$ cat config.mk
export PLATFORM = sky130hd
export DESIGN_NAME = pipeline_stall_controller
export DESIGN_NICKNAME = d
export VERILOG_FILES = /design/src/rtl/pipeline_pkg.sv /design/src/rtl/sat_counter.sv /design/src/rtl/pipeline_stall_controller.sv
export SDC_FILE = /design/constraint.sdc
export NUM_CORES = 1
export LEC_CHECK = 0
export CELL_PAD_IN_SITES_DETAIL_PLACEMENT = 0
export CELL_PAD_IN_SITES_GLOBAL_PLACEMENT = 1
export CORE_MARGIN = 3
export CORE_UTILIZATION = 33
export DETAILED_ROUTE_END_ITERATION = 6
export PLACE_DENSITY_LB_ADDON = 0.1
export SYNTH_ARGS = -nofsm -noshare
export SYNTH_HDL_FRONTEND = slang
export SYNTH_SLANG_ARGS = --single-unit
$ cat constraint.sdc
create_clock -name clk -period 1.6 [get_ports clk]
set_input_delay 0.16 -clock clk [delete_from_list [all_inputs] [get_ports clk]]
set_output_delay 0.16 -clock clk [all_outputs]
set_load 0.05 [all_outputs]
$ cat src/rtl/pipeline_pkg.sv
// Shared types for the 5-stage pipeline control slice: sequencer state,
// per-stage control bundle and the canned control patterns.
package pipeline_pkg;

    typedef enum logic [0:0] {
        RUN      = 1'b0,
        MDU_WAIT = 1'b1
    } stall_state_t;

    localparam int DEFAULT_MDU_LATENCY = 4;
    localparam int MDU_CNT_W           = 4;

    typedef struct packed {
        logic pc_we;
        logic if_id_we;
        logic if_id_flush;
        logic id_ex_we;
        logic id_ex_bubble;
        logic ex_mem_we;
        logic ex_mem_bubble;
        logic mem_wb_we;
    } stage_ctrl_t;

    localparam stage_ctrl_t CTRL_HOLD = '{1'b0, 1'b0, 1'b0, 1'b0, 1'b0, 1'b0, 1'b0, 1'b0};
    localparam stage_ctrl_t CTRL_RUN  = '{1'b1, 1'b1, 1'b0, 1'b1, 1'b0, 1'b1, 1'b0, 1'b1};
    localparam stage_ctrl_t CTRL_MDU  = '{1'b0, 1'b0, 1'b0, 1'b0, 1'b0, 1'b1, 1'b1, 1'b1};
    localparam stage_ctrl_t CTRL_LU   = '{1'b0, 1'b0, 1'b0, 1'b1, 1'b1, 1'b1, 1'b0, 1'b1};

    // Normal flow with the wrong-path IF instruction squashed.
    function automatic stage_ctrl_t ctrl_branch();
        stage_ctrl_t c;
        c             = CTRL_RUN;
        c.if_id_flush = 1'b1;
        return c;
    endfunction

endpackage

$ cat src/rtl/sat_counter.sv
// Saturating up-counter with enable and asynchronous active-low clear.
module sat_counter #(
    parameter int W = 16
) (
    input  logic         clk,
    input  logic         clear_n,
    input  logic         en,
    output logic [W-1:0] count
);

    logic [W-1:0] count_r;

    // Count enabled cycles, sticking at all-ones.
    always_ff @(posedge clk or negedge clear_n) begin
        if (!clear_n) begin
            count_r <= '0;
        end else if (en && (count_r != {W{1'b1}})) begin
            count_r <= count_r + {{(W-1){1'b0}}, 1'b1};
        end else begin
            count_r <= count_r;
        end
    end

    assign count = count_r;

endmodule

$ cat src/rtl/pipeline_stall_controller.sv
// Central stall/flush sequencer: merges memory wait, MDU occupancy, load-use
// and branch redirect into one consistent set of pipeline register controls.
module pipeline_stall_controller
    import pipeline_pkg::*;
#(
    parameter int MDU_LATENCY = DEFAULT_MDU_LATENCY,
    parameter int CNT_W       = 16
) (
    input  logic             clk,
    input  logic             reset_n,
    input  logic             load_use_hazard,
    input  logic             branch_taken,
    input  logic             mdu_start,
    input  logic             mem_wait,
    output logic             PC_write_en,
    output logic             IF_ID_write_en,
    output logic             IF_ID_flush,
    output logic             ID_EX_write_en,
    output logic             ID_EX_bubble,
    output logic             EX_MEM_write_en,
    output logic             EX_MEM_bubble,
    output logic             MEM_WB_write_en,
    output logic             mdu_busy,
    output logic             mdu_done,
    output logic [CNT_W-1:0] stall_cycles
);

    // The issue cycle counts as one MDU cycle, and the zero count is another.
    localparam logic [MDU_CNT_W-1:0] MDU_LOAD = MDU_CNT_W'(MDU_LATENCY - 2);

    stall_state_t         state_r;
    logic [MDU_CNT_W-1:0] mdu_cnt_r;
    logic                 frozen_s;
    logic                 mdu_busy_s;
    logic                 mdu_done_s;
    stage_ctrl_t          ctrl_s;

    // MDU occupancy sequencer; everything holds while memory is waiting.
    always_ff @(posedge clk or negedge reset_n) begin
        if (!reset_n) begin
            state_r   <= RUN;
            mdu_cnt_r <= {MDU_CNT_W{1'b0}};
        end else if (!mem_wait) begin
            case (state_r)
                RUN: begin
                    if (mdu_start) begin
                        mdu_cnt_r <= MDU_LOAD;
                        state_r   <= MDU_WAIT;
                    end else begin
                        state_r   <= RUN;
                    end
                end
                MDU_WAIT: begin
                    if (mdu_cnt_r == {MDU_CNT_W{1'b0}}) begin
                        state_r   <= RUN;
                    end else begin
                        mdu_cnt_r <= mdu_cnt_r - {{(MDU_CNT_W-1){1'b0}}, 1'b1};
                    end
                end
                default: begin
                    state_r   <= RUN;
                    mdu_cnt_r <= {MDU_CNT_W{1'b0}};
                end
            endcase
        end else begin
            state_r   <= state_r;
            mdu_cnt_r <= mdu_cnt_r;
        end
    end

    // Priority resolution of stall sources into stage controls.
    always_comb begin
        frozen_s   = ((state_r == RUN) && mdu_start) || (state_r == MDU_WAIT);
        ctrl_s     = CTRL_HOLD;
        mdu_busy_s = 1'b0;
        mdu_done_s = 1'b0;
        if (!reset_n) begin
            ctrl_s = CTRL_HOLD;
        end else begin
            mdu_busy_s = frozen_s;
            mdu_done_s = (state_r == MDU_WAIT) && (mdu_cnt_r == {MDU_CNT_W{1'b0}}) && !mem_wait;
            if (mem_wait) begin
                ctrl_s = CTRL_HOLD;
            end else if (frozen_s) begin
                ctrl_s = CTRL_MDU;
            end else if (load_use_hazard) begin
                ctrl_s = CTRL_LU;
            end else if (branch_taken) begin
                ctrl_s = ctrl_branch();
            end else begin
                ctrl_s = CTRL_RUN;
            end
        end
    end

    assign PC_write_en     = ctrl_s.pc_we;
    assign IF_ID_write_en  = ctrl_s.if_id_we;
    assign IF_ID_flush     = ctrl_s.if_id_flush;
    assign ID_EX_write_en  = ctrl_s.id_ex_we;
    assign ID_EX_bubble    = ctrl_s.id_ex_bubble;
    assign EX_MEM_write_en = ctrl_s.ex_mem_we;
    assign EX_MEM_bubble   = ctrl_s.ex_mem_bubble;
    assign MEM_WB_write_en = ctrl_s.mem_wb_we;
    assign mdu_busy        = mdu_busy_s;
    assign mdu_done        = mdu_done_s;

    sat_counter #(.W(CNT_W)) u_stall_cnt (
        .clk     (clk),
        .clear_n (reset_n),
        .en      (~ctrl_s.pc_we),
        .count   (stall_cycles)
    );

endmodule
**Word level (Yosys, flattened, before mapping)**

Index checks and enable logic that the tools add are counted.

- Output and inout bits: 26
- Logic and storage cells: 32
- Input port bits: 6
- Register bits: 21

- Multiplexer cells: 13
- Reduce and logical (&&, ||, !) cells: 8
- Add/sub/neg operators: 2
- Bitwise gates (word level): 3
- Eq/ne operators: 3

Operators with widths:

| cell | number |
|---|---|
| $mux W8 | 4 |
| $add A16 B1 Y16 const B | 1 |
| $ne A16 B16 Y1 const B | 1 |
| $mux W4 | 2 |
| $pmux W4 S2 | 1 |
| $mux W6 | 1 |
| $logic_and A1 B1 Y1 | 4 |
| $logic_not A4 Y1 | 1 |
| $mux W1 | 4 |
| $ne A2 B2 Y1 const B | 2 |
| $sub A4 B1 Y4 const B | 1 |
| $not A1 Y1 | 3 |
| $reduce_and A3 Y1 | 1 |
| $pmux W1 S2 | 1 |
| $logic_not A1 Y1 | 1 |
| $logic_or A1 B1 Y1 | 1 |

**Logic depth before layout (Yosys ltp)**

- Depth after elaboration: 8
- Gate-level depth with buffers: 6
- Gate-level depth less buffers: 6

**Hierarchy**

From an unflattened synthesis, not the netlist that was laid out.

- Cell total of the unflattened synthesis: 112
- Area total of the unflattened synthesis: 1237.4 sq um

By module, submodules not included:

| module | instances | cells each | area each (sq um) | seq. area each (sq um) |
|---|---|---|---|---|
| sat_counter | 1 | 72 | 859.6 | 400.4 |
| pipeline_stall_controller | 1 | 40 | 377.9 | 125.1 |

**Worst setup path before layout**

No wires, ideal clock.

- Path type: reg2reg
- From: register u_stall_cnt.count_r[0], in the netlist u_stall_cnt.count[0]
- To: register u_stall_cnt.count_r[1], in the netlist u_stall_cnt.count[1]
- Setup slack: -0.461 ns
- Clock period less this slack: 2.061 ns
- Setup time: 0.125 ns
- Path buffers: 0
- Data required time: 1.475 ns
- Arrival: 1.936 ns
- Cell stages (with the launch flop): 6
- Cells stage by stage: dfrtp_1 -> ha_1 -> nand4_2 -> nor4_4 -> nor2_2 -> mux2_4

- Cells in the longest elaborated chain, start to end: 2
- Elaborated cells between the ends (all ways): 3
- Classes of those cells: add/sub: 1; eq/ne: 1; reduce/logical: 1

RTL lines:

| item | RTL line | text |
|---|---|---|
| from (decl) | sat_counter.sv:11 | `logic [W-1:0] count_r;` |
| from (signal assigned) | sat_counter.sv:18 | `count_r <= count_r + {{(W-1){1'b0}}, 1'b1};` |
| from (signal assigned) | sat_counter.sv:20 | `count_r <= count_r;` |
| parallel branches: the longest is 2 deep, another holds $add A16 B1 Y16 | -- |  |

Several ways; the timed one is not identified.
A chain may end at the register's enable or synchronous reset.

**Worst setup path after layout**

- From: register state_r
- To: output IF_ID_flush

- Cells in the longest elaborated chain, start to end: 6

RTL lines:

| item | RTL line | text |
|---|---|---|
| from (decl) | pipeline_stall_controller.sv:31 | `stall_state_t state_r;` |
| from (signal assigned) | pipeline_stall_controller.sv:66 | `state_r <= state_r;` |
| $not A1 Y1 | -- |  |
| $logic_and A1 B1 Y1 | pipeline_stall_controller.sv:73 | `frozen_s = ((state_r == RUN) && mdu_start) \|\| (state_r == MDU_WAIT);` |
| $logic_or A1 B1 Y1 * | pipeline_stall_controller.sv:73 |  |
| $mux W8 * | pipeline_stall_controller.sv:84 | `end else if (frozen_s) begin` |
| $mux W8 * | pipeline_stall_controller.sv:82 | `if (mem_wait) begin` |
| $mux W8 * | pipeline_stall_controller.sv:77 | `if (!reset_n) begin` |
| to (decl) | pipeline_stall_controller.sv:17 | `output logic IF_ID_flush,` |

Every way passes the cells marked *; elsewhere a longest branch is shown, timed or not.

==> out/qor_table.md <==
| Result | Value |
| --- | --- |
| Max Cap Viol | 0 |
| Top layer reached by signal wires | met4 |
| Horiz. Die Dim | 65.48 um |
| Final Hold Fails | 0 |
| Buffers & Inverters on Critical Path | 1 |
| Register area share after synthesis | 45.02% |
| Max-slew violation total from the final report | 0 |
| Core box area | 3203 um^2 |
| Met2 wire length | 1368 um |
| Antenna violations before repair | 0 |
| Routed vias/inst | 4.844 |
| Overall routed net length | 2876 um |
| Switching pwr | 1.211 mW |
| Sequential Power Share | 36.0% |
| Share of power burned in the clock network | 9.7% |
| Power density cells | 1343 nW/um^2 |
| Crit path time final | 1.843 ns |
| Skew final | 0.002673 ns |
| Result of the run | finished, violations left |
| Global-route wire length before repair | 5092 um |
| Worst vdd ir | 0.0008633 V |
| Vias | 1,022 |
| Pleak | 0.9109 nW |
| CP Launch Type | flip-flop |
| Layout Area Growth over Synthesis | 69.99% |
| Count of yosys warnings during synthesis | 0 |
| Measured slew at the worst slew-check pin | 0.5007 ns |
| Pre-antenna DRT Iters | 2 |
| Reg clk slew, reported paths | 0.12 ns |
| Initial drt markers | 46 |
| Count of port buffers added during placement | 31 |
| # H-tree levels | 1 |
| Number of standard cells after synthesis | 106 |
| Number of nets in the finished design | 176 |
| Maximum fanout along the worst path | 4 |
| Clock Root Buffer | sky130_fd_sc_hd__clkbuf_4 |
| Critical path cell sequence | or4b_4, nor2_4, and2_4, buf_12 |
| Count of different cell masters after synthesis | 34 |
| Count of state elements after synthesis | 21 |
| Height of the die | 65.48 um |
| CTS tree | done |
| Top cells by area in the synthesized netlist | sky130_fd_sc_hd__dfrtp_1, sky130_fd_sc_hd__xor2_1, sky130_fd_sc_hd__mux2_4, sky130_fd_sc_hd__nor3_1, sky130_fd_sc_hd__nor3b_1 |
| Fin worst setup slack | -0.2429 ns |
| Pin count of the biggest net entering global routing | 13 |
| ANT cells | 0 |
| Syn nets | 114 |
| Slew margin rel. | 66.51% |
| Maximum root-to-sink buffer count | 2 |
| Number of sinks on the clock net | 21 |
| Final worst-path cycle share | 115.2% |
| Commonest cells after routing, fill and taps aside | sky130_fd_sc_hd__buf_4, sky130_fd_sc_hd__dfrtp_2, sky130_fd_sc_hd__buf_12 |
| Comb pwr share | 54.3% |
| P_int | 1.454 mW |
| Die Area | 4287 um^2 |
| Starting density of the core | 36.45% |
| # DRC | 0 |
| Combined area of all synthesized cells | 1167 um^2 |
| Unrepaired setup endpoints after global routing | true |
| Vias in the first global route | 1,058 |
| Final ANT Viol Nets | 0 |
| Gr usage total | 15.11% |
| Classification of the worst-slack hold path | in -> async |
| Top Ports | 32 |
| Delay of the slowest cell on the worst path | 0.52 ns |
| WL per Instance | 13.63 um |
| Gpl congestion | 0.7989 |
| Met3 Routed Length | 100 um |
| Clock latency of the later-clocked register in the worst-skew pair | 0.30 ns |
| Max stage delay cell, worst path | sky130_fd_sc_hd__or4b_4 |
| Worst slack on hold paths | 0.1555 ns |
| CP top delay family | simple AND/OR/NAND/NOR gates |
| HPWL after detailed placement | 2097 um |
| Number of buffers created by CTS | 3 |
| Largest area contributor in the netlist | sky130_fd_sc_hd__dfrtp_1 |
| Share of the synthesized area in the top cell type | 45.02% |
| Final-report setup violation count | 22 |
| Kind of critical path | reg -> out |
| CP Capture Type | output pin |
| Required time at the endpoint of the critical path | 1.44 ns |
| Maximum clock rate | 0.5426 GHz |
| Share of the core filled with cells in the final layout | 61.95% |
| Net switching fraction of the power | 45.45% |
| Mean instance size in the synthesized netlist | 11.01 um^2 |
| Overflow after GRT | 0 |
| Wire length the detailed router placed on met1 | 1394 um |
| Commonest non-fill, non-tap cell in the layout | sky130_fd_sc_hd__buf_4 |
| Endpoint arrival time on the critical path | 1.68 ns |
| Share of cells above drive strength 1 | 62.28% |
| Number of cell rows | 20 |
| Failing checks | setup timing |
==> power groups by stage <==
stage | sequential (mW) | clock, mW | combinational, mW
global route | 0.994 | 0.304 | 1.57
CTS | 0.957 | 0.274 | 1.44
global placement | 0.939 | 0 | 1.32
finish | 0.960 | 0.258 | 1.45
floorplan | 1.31 | 0 | 0.506
detailed placement | 0.950 | 0 | 1.34
==> cells by family after synthesis <==
logic type	after synthesis	share of synthesized area, %
xor+xnor	13	9.754
fa+ha+maj	2	2.143
simple gates	46	25.40
compound gates	11	8.789
flops	21	45.02
mux	5	5.680
buf+inv	8	3.215
==> cell usage after synthesis, drive strengths merged <==
master	n
dfrtp	21
xor2	10
nor2	7
nor3	7
inv	6
nand2	6
and3	4
mux2	4
nand3	4
nor3b	4
o21ai	4
nand4	3
nor2b	3
nor4	3
xnor2	3
a21o	2
and4	2
buf	2
ha	2
a211oi	1
a21oi	1
and2	1
mux2i	1
o2111ai	1
o211ai	1
o31ai	1
or3b	1
or4b	1
==> worst reg2reg max path, cell delays in order (launching register included) <==
cell and delay [ns]:
sky130_fd_sc_hd__dfrtp_1 0.40, sky130_fd_sc_hd__or4b_4 0.52, sky130_fd_sc_hd__buf_4 0.18, sky130_fd_sc_hd__o211ai_4 0.23, sky130_fd_sc_hd__nor2_2 0.06, sky130_fd_sc_hd__mux2_4 0.29
==> layout make-up <==
type                       count  area, um^2
clock buffer                   4       26.28
multi-input combinational     77       711.9
tap                           44       55.05
inverter                       6       22.52
sequential                    21       545.5
timing repair buffer          59       623.1
fill                         276        1219
==> per-layer routing <==
layer	vias to the layer above	global-route usage, %
li1	500	-
met1	503	21.03
met2	17	24.15
met3	2	2.222
met4	0	4.663
met5	-	0
==> path summary, 6_finish.rpt <==
check,startpoint,endpoint,slack [ns],cells past startpoint
worst max-delay path,state_r,IF_ID_flush,-0.24,4
worst min-delay path,reset_n,u_stall_cnt.count[10],0.16,2
worst max register to register,state_r,u_stall_cnt.count[12],-0.18,5
worst min register to register,u_stall_cnt.count[11],u_stall_cnt.count[11],0.51,1
max in group asynchronous,reset_n,u_stall_cnt.count[1],0.52,3
min in group clk,u_stall_cnt.count[11],u_stall_cnt.count[11],0.51,1
==> sequential cells by signal (all words and copies together), names as in the netlist <==
name and cells:
mdu_cnt_r 4, state_r 1, u_stall_cnt.count 16
==> per-stage QoR <==
stage          total power [mW]  setup TNS (ns)  setup slack [ns]  cell area [um^2]  cells
2_1_floorplan             1.816          -2.496           -0.2532              1219    106
3_3_place_gp              2.260          -6.099           -0.3491              1792    199
3_5_place_dp              2.293          -6.201           -0.3534              1792    199
4_1_cts                   2.669          -3.434           -0.3094              1958    209
5_1_grt                   2.865          -4.251           -0.3279              1984    211
6_report                  2.665          -2.734           -0.2429              1984    211
==> what timing repair did <==
| action | CTS | global route |
|---|---|---|
| hold endpoints to repair | 0 | 10 |
| setup buffers | 5 | 2 |
| hold buffers | 0 | 1 |
| cloned | 1 | 0 |
| gates resized for setup | 17 | 7 |
| pin swaps | 8 | 4 |
| setup endpoints to repair | 21 | 25 |
No activity file was read; power rests on OpenSTA's default activity.
